File: src/rtl/cnn_layer_scheduler_pkg.sv
// Shared constants and types for the CNN layer scheduler: feature-map geometry,
// derived output sizes and the scheduler state encoding.
package cnn_layer_scheduler_pkg;

    localparam int DATA_WIDTH      = 8;
    localparam int IFMAP_SIZE      = 8;
    localparam int KERNEL_SIZE     = 3;
    localparam int POOL_SIZE       = 2;
    localparam int POOL_STRIDE     = 2;
    localparam int CONV_OFMAP_SIZE = IFMAP_SIZE - KERNEL_SIZE + 1;
    localparam int POOL_OFMAP_SIZE = (CONV_OFMAP_SIZE - POOL_SIZE) / POOL_STRIDE + 1;
    localparam int CW              = $clog2(IFMAP_SIZE);

    typedef logic [CW-1:0] coord_t;

    typedef enum logic [2:0] {S_IDLE, S_CONV, S_DRAIN, S_POOL, S_DONE} sched_state_t;

endpackage

File: src/rtl/cnn_layer_scheduler_if.sv
// Window-issue channels between the scheduler and the MAC array / pool unit.
interface cnn_layer_scheduler_if;
    import cnn_layer_scheduler_pkg::*;

    logic   conv_valid;
    logic   conv_ready;
    coord_t conv_row;
    coord_t conv_col;
    logic   dp_idle;
    logic   pool_valid;
    logic   pool_ready;
    coord_t pool_row;
    coord_t pool_col;

    modport master (
        output conv_valid, conv_row, conv_col, pool_valid, pool_row, pool_col,
        input  conv_ready, pool_ready, dp_idle
    );

    modport slave (
        input  conv_valid, conv_row, conv_col, pool_valid, pool_row, pool_col,
        output conv_ready, pool_ready, dp_idle
    );

endinterface

File: src/rtl/cnn_layer_scheduler_win_counter.sv
// Row-major 2D window counter over a LIMIT x LIMIT grid; wraps to (0,0) after
// stepping from the last index.
module cnn_win_counter
    import cnn_layer_scheduler_pkg::*;
#(
    parameter int LIMIT = CONV_OFMAP_SIZE
) (
    input  logic   clk,
    input  logic   reset,
    input  logic   clr,
    input  logic   step,
    output coord_t row,
    output coord_t col,
    output logic   last
);
    localparam coord_t LAST = coord_t'(LIMIT - 1);

    assign last = (row == LAST) && (col == LAST);

    always_ff @(posedge clk or negedge reset) begin
        if (!reset) begin
            row <= '0;
            col <= '0;
        end else if (clr) begin
            row <= '0;
            col <= '0;
        end else if (step) begin
            if (col == LAST) begin
                col <= '0;
                row <= (row == LAST) ? '0 : row + coord_t'(1);
            end else begin
                col <= col + coord_t'(1);
            end
        end
    end

endmodule

File: src/rtl/cnn_layer_scheduler.sv
// Sequences one feature-map pass: all conv window origins, a drain wait on the
// MAC pipeline, then all pooling output indices, then holds done until en falls.
module cnn_layer_scheduler
    import cnn_layer_scheduler_pkg::*;
(
    input  logic                  clk,
    input  logic                  reset,
    input  logic                  en,
    cnn_layer_scheduler_if.master dp,
    output logic                  done
);
    sched_state_t state, nxt;
    logic   conv_clr, conv_step, conv_last;
    logic   pool_clr, pool_step, pool_last;
    logic   conv_valid_q, pool_valid_q, done_q;
    coord_t conv_row, conv_col, pool_row, pool_col;

    cnn_win_counter #(.LIMIT(CONV_OFMAP_SIZE)) u_conv_cnt (
        .clk  (clk),
        .reset(reset),
        .clr  (conv_clr),
        .step (conv_step),
        .row  (conv_row),
        .col  (conv_col),
        .last (conv_last)
    );

    cnn_win_counter #(.LIMIT(POOL_OFMAP_SIZE)) u_pool_cnt (
        .clk  (clk),
        .reset(reset),
        .clr  (pool_clr),
        .step (pool_step),
        .row  (pool_row),
        .col  (pool_col),
        .last (pool_last)
    );

    // Flags are registered from the next state so no ready input reaches an output.
    always_ff @(posedge clk or negedge reset) begin
        if (!reset) begin
            state        <= S_IDLE;
            conv_valid_q <= 1'b0;
            pool_valid_q <= 1'b0;
            done_q       <= 1'b0;
        end else begin
            state        <= nxt;
            conv_valid_q <= (nxt == S_CONV);
            pool_valid_q <= (nxt == S_POOL);
            done_q       <= (nxt == S_DONE);
        end
    end

    always_comb begin
        nxt       = state;
        conv_clr  = 1'b0;
        conv_step = 1'b0;
        pool_clr  = 1'b0;
        pool_step = 1'b0;
        case (state)
            S_IDLE: begin
                if (en) begin
                    nxt      = S_CONV;
                    conv_clr = 1'b1;
                end
            end
            S_CONV: begin
                if (!en) begin
                    nxt = S_IDLE;
                end else if (conv_valid_q && dp.conv_ready) begin
                    conv_step = 1'b1;
                    if (conv_last) nxt = S_DRAIN;
                end
            end
            S_DRAIN: begin
                if (!en) begin
                    nxt = S_IDLE;
                end else if (dp.dp_idle) begin
                    nxt      = S_POOL;
                    pool_clr = 1'b1;
                end
            end
            S_POOL: begin
                if (!en) begin
                    nxt = S_IDLE;
                end else if (pool_valid_q && dp.pool_ready) begin
                    pool_step = 1'b1;
                    if (pool_last) nxt = S_DONE;
                end
            end
            S_DONE: begin
                if (!en) nxt = S_IDLE;
            end
            default: nxt = S_IDLE;
        endcase
    end

    assign dp.conv_valid = conv_valid_q;
    assign dp.conv_row   = conv_row;
    assign dp.conv_col   = conv_col;
    assign dp.pool_valid = pool_valid_q;
    assign dp.pool_row   = pool_row;
    assign dp.pool_col   = pool_col;
    assign done          = done_q;

endmodule

File: src/flat_wrapper.sv
// flat-port wrapper written by rule: the top's interface ports become plain ports
module cnn_layer_scheduler_flat import cnn_layer_scheduler_pkg::*;
  (clk, reset, en, done, dp_conv_valid, dp_conv_row, dp_conv_col, dp_pool_valid, dp_pool_row, dp_pool_col, dp_conv_ready, dp_pool_ready, dp_dp_idle);
  cnn_layer_scheduler_if dp_i ();
  input  logic clk;
  input  logic reset;
  input  logic en;
  output logic done;
  output wire logic [$bits(dp_i.conv_valid)-1:0] dp_conv_valid;
  output wire logic [$bits(dp_i.conv_row)-1:0] dp_conv_row;
  output wire logic [$bits(dp_i.conv_col)-1:0] dp_conv_col;
  output wire logic [$bits(dp_i.pool_valid)-1:0] dp_pool_valid;
  output wire logic [$bits(dp_i.pool_row)-1:0] dp_pool_row;
  output wire logic [$bits(dp_i.pool_col)-1:0] dp_pool_col;
  input wire logic [$bits(dp_i.conv_ready)-1:0] dp_conv_ready;
  input wire logic [$bits(dp_i.pool_ready)-1:0] dp_pool_ready;
  input wire logic [$bits(dp_i.dp_idle)-1:0] dp_dp_idle;
  assign dp_conv_valid = dp_i.conv_valid;
  assign dp_conv_row = dp_i.conv_row;
  assign dp_conv_col = dp_i.conv_col;
  assign dp_pool_valid = dp_i.pool_valid;
  assign dp_pool_row = dp_i.pool_row;
  assign dp_pool_col = dp_i.pool_col;
  assign dp_i.conv_ready = dp_conv_ready;
  assign dp_i.pool_ready = dp_pool_ready;
  assign dp_i.dp_idle = dp_dp_idle;
  cnn_layer_scheduler u_core (.clk(clk), .reset(reset), .en(en), .dp(dp_i), .done(done));
endmodule
File: config.mk
export PLATFORM = sky130hd
export DESIGN_NAME = cnn_layer_scheduler_flat
export DESIGN_NICKNAME = d
export VERILOG_FILES = /design/src/rtl/cnn_layer_scheduler_pkg.sv /design/src/rtl/cnn_layer_scheduler_if.sv /design/src/rtl/cnn_layer_scheduler_win_counter.sv /design/src/rtl/cnn_layer_scheduler.sv /design/src/flat_wrapper.sv
export SDC_FILE = /design/constraint.sdc
export NUM_CORES = 1
export LEC_CHECK = 0
export BUFFER_PORTS_ARGS = -buffer_cell sky130_fd_sc_hd__buf_2
export CAP_MARGIN = 20
export CORE_MARGIN = 4
export CORE_UTILIZATION = 47
export CTS_CLUSTER_DIAMETER = 150
export DETAILED_ROUTE_END_ITERATION = 8
export PLACE_DENSITY_LB_ADDON = 0.08
export REMOVE_ABC_BUFFERS = 1
export SYNTH_ARGS = -nofsm -noshare
export SYNTH_HDL_FRONTEND = slang
export SYNTH_SLANG_ARGS = --single-unit
export TNS_END_PERCENT = 1
File: constraint.sdc
create_clock -name clk -period 1.6 [get_ports clk]
set_input_delay 0.32 -clock clk [delete_from_list [all_inputs] [get_ports clk]]
set_output_delay 0.32 -clock clk [all_outputs]
set_load 0.03 [all_outputs]
==> results of run 1 <==
synth_stat cells (2+ instances only):
| cell type | count |
|---|---|
| o311ai_1 | 2 |
| nand2_1 | 7 |
| mux2i_1 | 5 |
| buf_2 | 2 |
| nand3_1 | 4 |
| o21ai_0 | 5 |
| nand2b_1 | 4 |
| nor2_1 | 5 |
| inv_1 | 3 |
| clkbuf_1 | 2 |
| nor3_1 | 4 |
| or4b_2 | 2 |
| nand3b_1 | 4 |
| nor2b_1 | 4 |
| or4_1 | 6 |
| dfrtp_1 | 18 |
| a21oi_1 | 6 |
| or3b_1 | 3 |
| nor4_1 | 2 |
| o31ai_1 | 3 |
worst max-delay path: stages, from the launching register on:
cell and delay, ns:
dfrtp_1 0.44, nand3b_1 0.24, buf_4 0.21, or4_1 0.52
a21oi_1 0.14
power breakdown:
part / switching [mW] / total [mW] / internal (mW)
clock network: 0.150 / 0.289 / 0.139
logic: 0.0467 / 0.0769 / 0.0302
registers: 0.00775 / 0.469 / 0.461
total: 0.205 / 0.835 / 0.630
worst paths after layout:
kind	startpoint	to	slack [ns]
setup / recovery	u_core.state[2]$_DFF_PN0_	u_core.u_pool_cnt.row[1]$_DFFE_PN0P_	-0.009
hold / removal	dp_dp_idle	u_core.dp.pool_valid$_DFF_PN0_	0.26
setup reg to reg	u_core.state[2]$_DFF_PN0_	u_core.u_pool_cnt.row[1]$_DFFE_PN0P_	-0.009
hold reg to reg	u_core.u_conv_cnt.col[2]$_DFFE_PN0P_	u_core.u_conv_cnt.col[1]$_DFFE_PN0P_	0.56
max in group asynchronous	reset	u_core.state[1]$_DFF_PN0_	0.82
min in group asynchronous	reset	u_core.state[0]$_DFF_PN0_	0.47
sequential cells by signal, summed over array words and instances (netlist names):
register               flops
u_core.u_conv_cnt.row      3
u_core.done                1
u_core.u_pool_cnt.row      3
u_core.dp.pool_valid       1
u_core.state               3
u_core.u_pool_cnt.col      3
u_core.dp.conv_valid       1
u_core.u_conv_cnt.col      3
metrics by stage:
| step | power [mW] | hold WS, ns | area, um2 |
|---|---|---|---|
| after floorplan | 0.5107 | 0.02441 | 960.9 |
| after global placement | 0.5491 | 0.2753 | 1222 |
| after detailed placement | 0.5502 | 0.2772 | 1222 |
| after CTS | 0.8437 | 0.2491 | 1303 |
| after global routing | 0.8781 | 0.2642 | 1326 |
| final | 0.8349 | 0.2581 | 1326 |
layer usage:
metal  vias up  part of all wire (%)
met1       445                    49
li1        470                     -
met3         7                   4.7
met5         -                     0
met2        24                    43
met4         0                   3.1
timing repair:
item                       4_1_cts  5_1_grt
gates resized for setup          5        5
hold endpoints to repair        18        0
hold buffers                     1        0
setup endpoints to repair        5       11
buffers inserted                 3        0
pin swaps                        0        0
area by class of cell:
cell class | instances | area share, %
multi-input combinational | 77 | 40.19
sequential | 18 | 34.06
timing repair buffer | 41 | 19.62
clock buffer | 4 | 2.736
tap | 27 | 2.547
inverter | 3 | 0.8491
cells by family (layout without fill, tap and decap cells):
family	count (synthesis)	after routing
AND/OR/NAND/NOR	49	49
AO/OA/AOI/OAI	23	23
flip-flops	18	18
buffers and inverters	7	48
multiplexers	5	5
==> results.sh, run 1 <==
export IMPL_setup_violations_final=2
export IMPL_critPathCaptureType="register"
export IMPL_firstDrtPassIters=4
export IMPL_clock_path_buffers=2
export IMPL_vias_per_cell=5.565
export IMPL_netlist_instances=102
export IMPL_yosysSeqAreaShare_pct=46.04
export IMPL_row_count=16
export IMPL_final_max_slew_violation_count=0
export IMPL_clkLatencyLatePin_ns=0.30
export IMPL_antenna_found_initial=0
export IMPL_nets=150
export IMPL_dp_hpwl_mm=1.700
export IMPL_yosysTopAreaCellShare_pct=46.04
export IMPL_synthFlopType="dfrtp_1"
export IMPL_core_area_mm2=0.001962
export IMPL_nFillCells=181
export IMPL_synth_top_cell_by_area="dfrtp_1"
export IMPL_critPathArrivalTime_ns=1.84
export IMPL_drtIter0Drc=22
export IMPL_yosys_area_share_simple_pct=30.43
export IMPL_place_inst=162
export IMPL_ys_types=31
export IMPL_final_cells=170
export IMPL_rsz0062_at_grt="yes"
export IMPL_setup_slack_ns=-0.009244
export IMPL_synth_xor_area_share_pct=0
export IMPL_max_cap_viol_count=0
export IMPL_irDropWorstVdd_mv=0.5604
export IMPL_worst_setup_path_type="reg2reg"
export IMPL_vias=946
export IMPL_cts_buffers=3
export IMPL_ys_seq_elements=18
export IMPL_die_height_um=53.63
export IMPL_hold_viol=0
export IMPL_tightestPinTransition_ns=0.4670
export IMPL_hold_depth=3
export IMPL_io_pins=21
export IMPL_final_cell_mix="buf_2, buf_4, dfrtp_1, nand2_1, a21oi_1"
export IMPL_min_period_over_period_pct=100.6
export IMPL_routabilityCongestion=0.8444
export IMPL_path_max_fanout=9
export IMPL_cellPowerDensity_mw_per_mm2=629.5
export IMPL_multi_input_area_um2=533.0
export IMPL_r2r_cells=4
export IMPL_synthArstFlopShare_pct=100.0
export IMPL_start_kind="register"
export IMPL_initial_core_util_pct=49.87
export IMPL_wire_per_inst_um=13.39
export IMPL_failed_checks="negative setup slack"
export IMPL_root_buffer="clkbuf_4"
export IMPL_synth_fa_ha_area_share_pct=0
export IMPL_grt_pass1_vias=914
export IMPL_critical_path_required_ns=1.83
export IMPL_area_delta_synth_final_pct=35.55
export IMPL_cts_htree_levels=1
export IMPL_avgSynthCellArea_um2=9.593
export IMPL_grt_max_degree=19
export IMPL_met1_usage_pct=26.39
export IMPL_ant_nets=0
export IMPL_fmax_mhz=621.4
export IMPL_cts_tree="built"
export IMPL_synth_area_um2=978.4
export IMPL_status="finished with violations"
export IMPL_synth_edf_count=0
export IMPL_clock_skew_ns=0.004938
export IMPL_muxShareOfSynthArea_pct=5.115
export IMPL_synth_compound_area_share_pct=15.47
export IMPL_die_x_um=53.63
export IMPL_synth_top_family_by_area="simple AND/OR/NAND/NOR gates"
export IMPL_antennaDiodeCount=0
export IMPL_grt_pass1_wl_mm=3.995
export IMPL_grt_ovfl_total=0
export IMPL_path_clk_slew_ns=0.11
export IMPL_synth_area_leaders="dfrtp_1, mux2i_1, or4_1"
export IMPL_min_period_ns=1.609
export IMPL_place_ws_ns=-0.07476
export IMPL_yosys_warnings=0
export IMPL_grt_util_met3_pct=3.601
export IMPL_drc_errors=0
export IMPL_grt_use_total_pct=19.65
export IMPL_register_area_um2=451.7
export IMPL_slew_headroom_pct=68.58
export IMPL_min_path_type="in2reg"
export IMPL_cellLeakagePower_nw=0.6122
export IMPL_setup_tns_ns=-0.01340
export IMPL_drt_total_wl_mm=2.277
export IMPL_drive_gt1_share_pct=38.46
export IMPL_clock_sinks=18
export IMPL_top_usage_layer="met2"
export IMPL_portBuffers=20
export IMPL_postLayoutCoreUtil_pct=67.60
export IMPL_die_area_mm2=0.002876
export IMPL_met2_usage_pct=29.18
Power figures use the tool's default switching activity.
==> inputs of run 2 (changes only) <==
--- a/config.mk
+++ b/config.mk
@@ -7,7 +7,6 @@
 export LEC_CHECK = 0
 export BUFFER_PORTS_ARGS = -buffer_cell sky130_fd_sc_hd__buf_2
 export CAP_MARGIN = 20
-export CORE_MARGIN = 4
 export CORE_UTILIZATION = 47
 export CTS_CLUSTER_DIAMETER = 150
 export DETAILED_ROUTE_END_ITERATION = 8
==> results.sh, run 2 (same netlist as run 1, synthesis figures left out) <==
export IMPL_wire_per_inst_um=13.26
export IMPL_final_max_slew_violation_count=0
export IMPL_grt_pass1_vias=750
export IMPL_die_height_um=47.63
export IMPL_min_period_over_period_pct=100.5
export IMPL_status="finished with violations"
export IMPL_portBuffers=20
export IMPL_rr_endpoint="u_core.u_pool_cnt.col[0]$_DFFE_PN0P_"
export IMPL_path_delay_family="simple AND/OR/NAND/NOR gates"
export IMPL_hp_start="dp_dp_idle"
export IMPL_routabilityCongestion=0.8185
export IMPL_critPathCaptureType="register"
export IMPL_path_clk_slew_ns=0.11
export IMPL_hold_viol=0
export IMPL_r2r_start="u_core.state[2]$_DFF_PN0_"
export IMPL_setup_slack_ns=-0.008478
export IMPL_row_count=16
export IMPL_path_max_fanout=4
export IMPL_drive_gt1_share_pct=41.26
export IMPL_slew_headroom_pct=72.92
export IMPL_tightestPinTransition_ns=0.4062
export IMPL_path_buf_inv=1
export IMPL_cp_cell_sequence="nand3b_1 -> buf_4 -> or4_4 -> a21oi_2"
export IMPL_antennaDiodeCount=0
export IMPL_setup_violations_final=1
export IMPL_critPathArrivalTime_ns=1.83
export IMPL_fmax_mhz=621.7
export IMPL_dp_hpwl_mm=1.567
export IMPL_holdPathEnd="u_core.dp.pool_valid$_DFF_PN0_"
export IMPL_final_area_mm2=0.001353
export IMPL_rsz0062_at_grt="yes"
export IMPL_nets=150
export IMPL_clock_path_buffers=2
export IMPL_cts_tree="built"
export IMPL_r2r_slack_ns=-0.008
export IMPL_drc_errors=0
export IMPL_drt_total_wl_mm=2.254
export IMPL_area_delta_synth_final_pct=38.24
export IMPL_clock_sinks=18
export IMPL_irDropWorstVdd_mv=0.4859
export IMPL_cp_slowest_cell="or4_4"
export IMPL_dpl_cell_area_mm2=0.001215
export IMPL_grt_ovfl_total=0
export IMPL_grt_pass1_wl_mm=3.270
export IMPL_io_pins=21
export IMPL_cellLeakagePower_nw=0.6125
export IMPL_final_common_cell="buf_2"
export IMPL_die_x_um=47.63
export IMPL_final_cell_mix="buf_2, buf_4, dfrtp_1, nand2_1"
export IMPL_drtIter0Drc=20
export IMPL_ant_nets=0
export IMPL_cellPowerDensity_mw_per_mm2=613.6
export IMPL_cpPeakStageDelay_ns=0.51
export IMPL_grt_max_degree=19
export IMPL_r2r_cells=4
export IMPL_grt_use_total_pct=20.72
export IMPL_initial_core_util_pct=49.87
export IMPL_cts_htree_levels=1
export IMPL_start_kind="register"
export IMPL_hold_depth=3
export IMPL_worst_setup_path_type="reg2reg"
export IMPL_postLayoutCoreUtil_pct=68.94
export IMPL_clock_skew_ns=0.003727
export IMPL_antenna_found_initial=0
export IMPL_min_path_type="in2reg"
export IMPL_max_cap_viol_count=0
export IMPL_vias=926
export IMPL_die_area_mm2=0.002268
export IMPL_min_period_ns=1.608
export IMPL_root_buffer="clkbuf_4"
export IMPL_firstDrtPassIters=4
export IMPL_core_area_mm2=0.001962
export IMPL_nFillCells=171
export IMPL_critical_path_required_ns=1.83
export IMPL_vias_per_cell=5.447
export IMPL_clkLatencyLatePin_ns=0.29
export IMPL_cts_buffers=3
export IMPL_failed_checks="negative setup slack"
## run 2: area by class of cell
cell class	count	area, um2	area share (%)
inverters	3	11.26	0.8326
flip-flops and latches	18	451.7	33.39
multi-input cells	77	555.5	41.07
repair buffers	41	264.0	19.52
well taps	27	33.78	2.498
clock buffers	4	36.28	2.683
## run 2: power breakdown
part / internal (mW) / switching, mW
Sequential: 0.461 / 0.00803
Clock: 0.138 / 0.143
Combinational: 0.0318 / 0.0471
Total: 0.631 / 0.199
## run 2: worst min-delay path, cell delays in order
cell and delay [ns]:
buf_2 0.09, nor2_1 0.05, nor2_1 0.08
## run 2: worst max path at each step
stage / from / end / slack (ns) / cells after the start
finish: u_core.state[2]$_DFF_PN0_ / u_core.u_pool_cnt.col[0]$_DFFE_PN0P_ / -0.008 / 4
global route: u_core.state[2]$_DFF_PN0_ / u_core.u_pool_cnt.col[0]$_DFFE_PN0P_ / -0.06 / 4
CTS: u_core.u_pool_cnt.row[2]$_DFFE_PN0P_ / u_core.done$_DFF_PN0_ / -0.01 / 3
detailed placement: u_core.state[1]$_DFF_PN0_ / u_core.u_conv_cnt.row[2]$_DFFE_PN0P_ / -0.03 / 3
global placement: u_core.state[1]$_DFF_PN0_ / u_core.u_conv_cnt.col[1]$_DFFE_PN0P_ / -0.02 / 4
floorplan: u_core.u_pool_cnt.row[0]$_DFFE_PN0P_ / u_core.done$_DFF_PN0_ / -0.09 / 3
## run 2: per-layer routing
metal	vias up	routed length, um	GRT usage [%]	share of wire, %
li1	467	-	-	-
met1	435	1164	30.42	52
met2	20	973	31.23	43
met3	4	92	3.396	4.1
met4	0	24	6.667	1.1
met5	-	0	0	0
## run 2: per-stage QoR
step,TNS (ns),instances,setup WS [ns],hold WS (ns),power (mW)
global placement,-0.02793,161,-0.02282,0.2760,0.5511
global route,-0.2096,170,-0.05959,0.3045,0.8724
finish,-0.008478,170,-0.008478,0.2866,0.8300
detailed placement,-0.05613,161,-0.02630,0.2743,0.5517
CTS,-0.03811,167,-0.01330,0.2716,0.8333
floorplan,-0.3151,98,-0.08540,0.02441,0.5107
## run 2: timing repair
item	CTS	global route
hold endpoints to repair	18	0
setup buffers	1	3
endpoints found under the setup margin	6	10
pin swaps	1	2
gates resized for setup	6	10
hold buffers	1	0
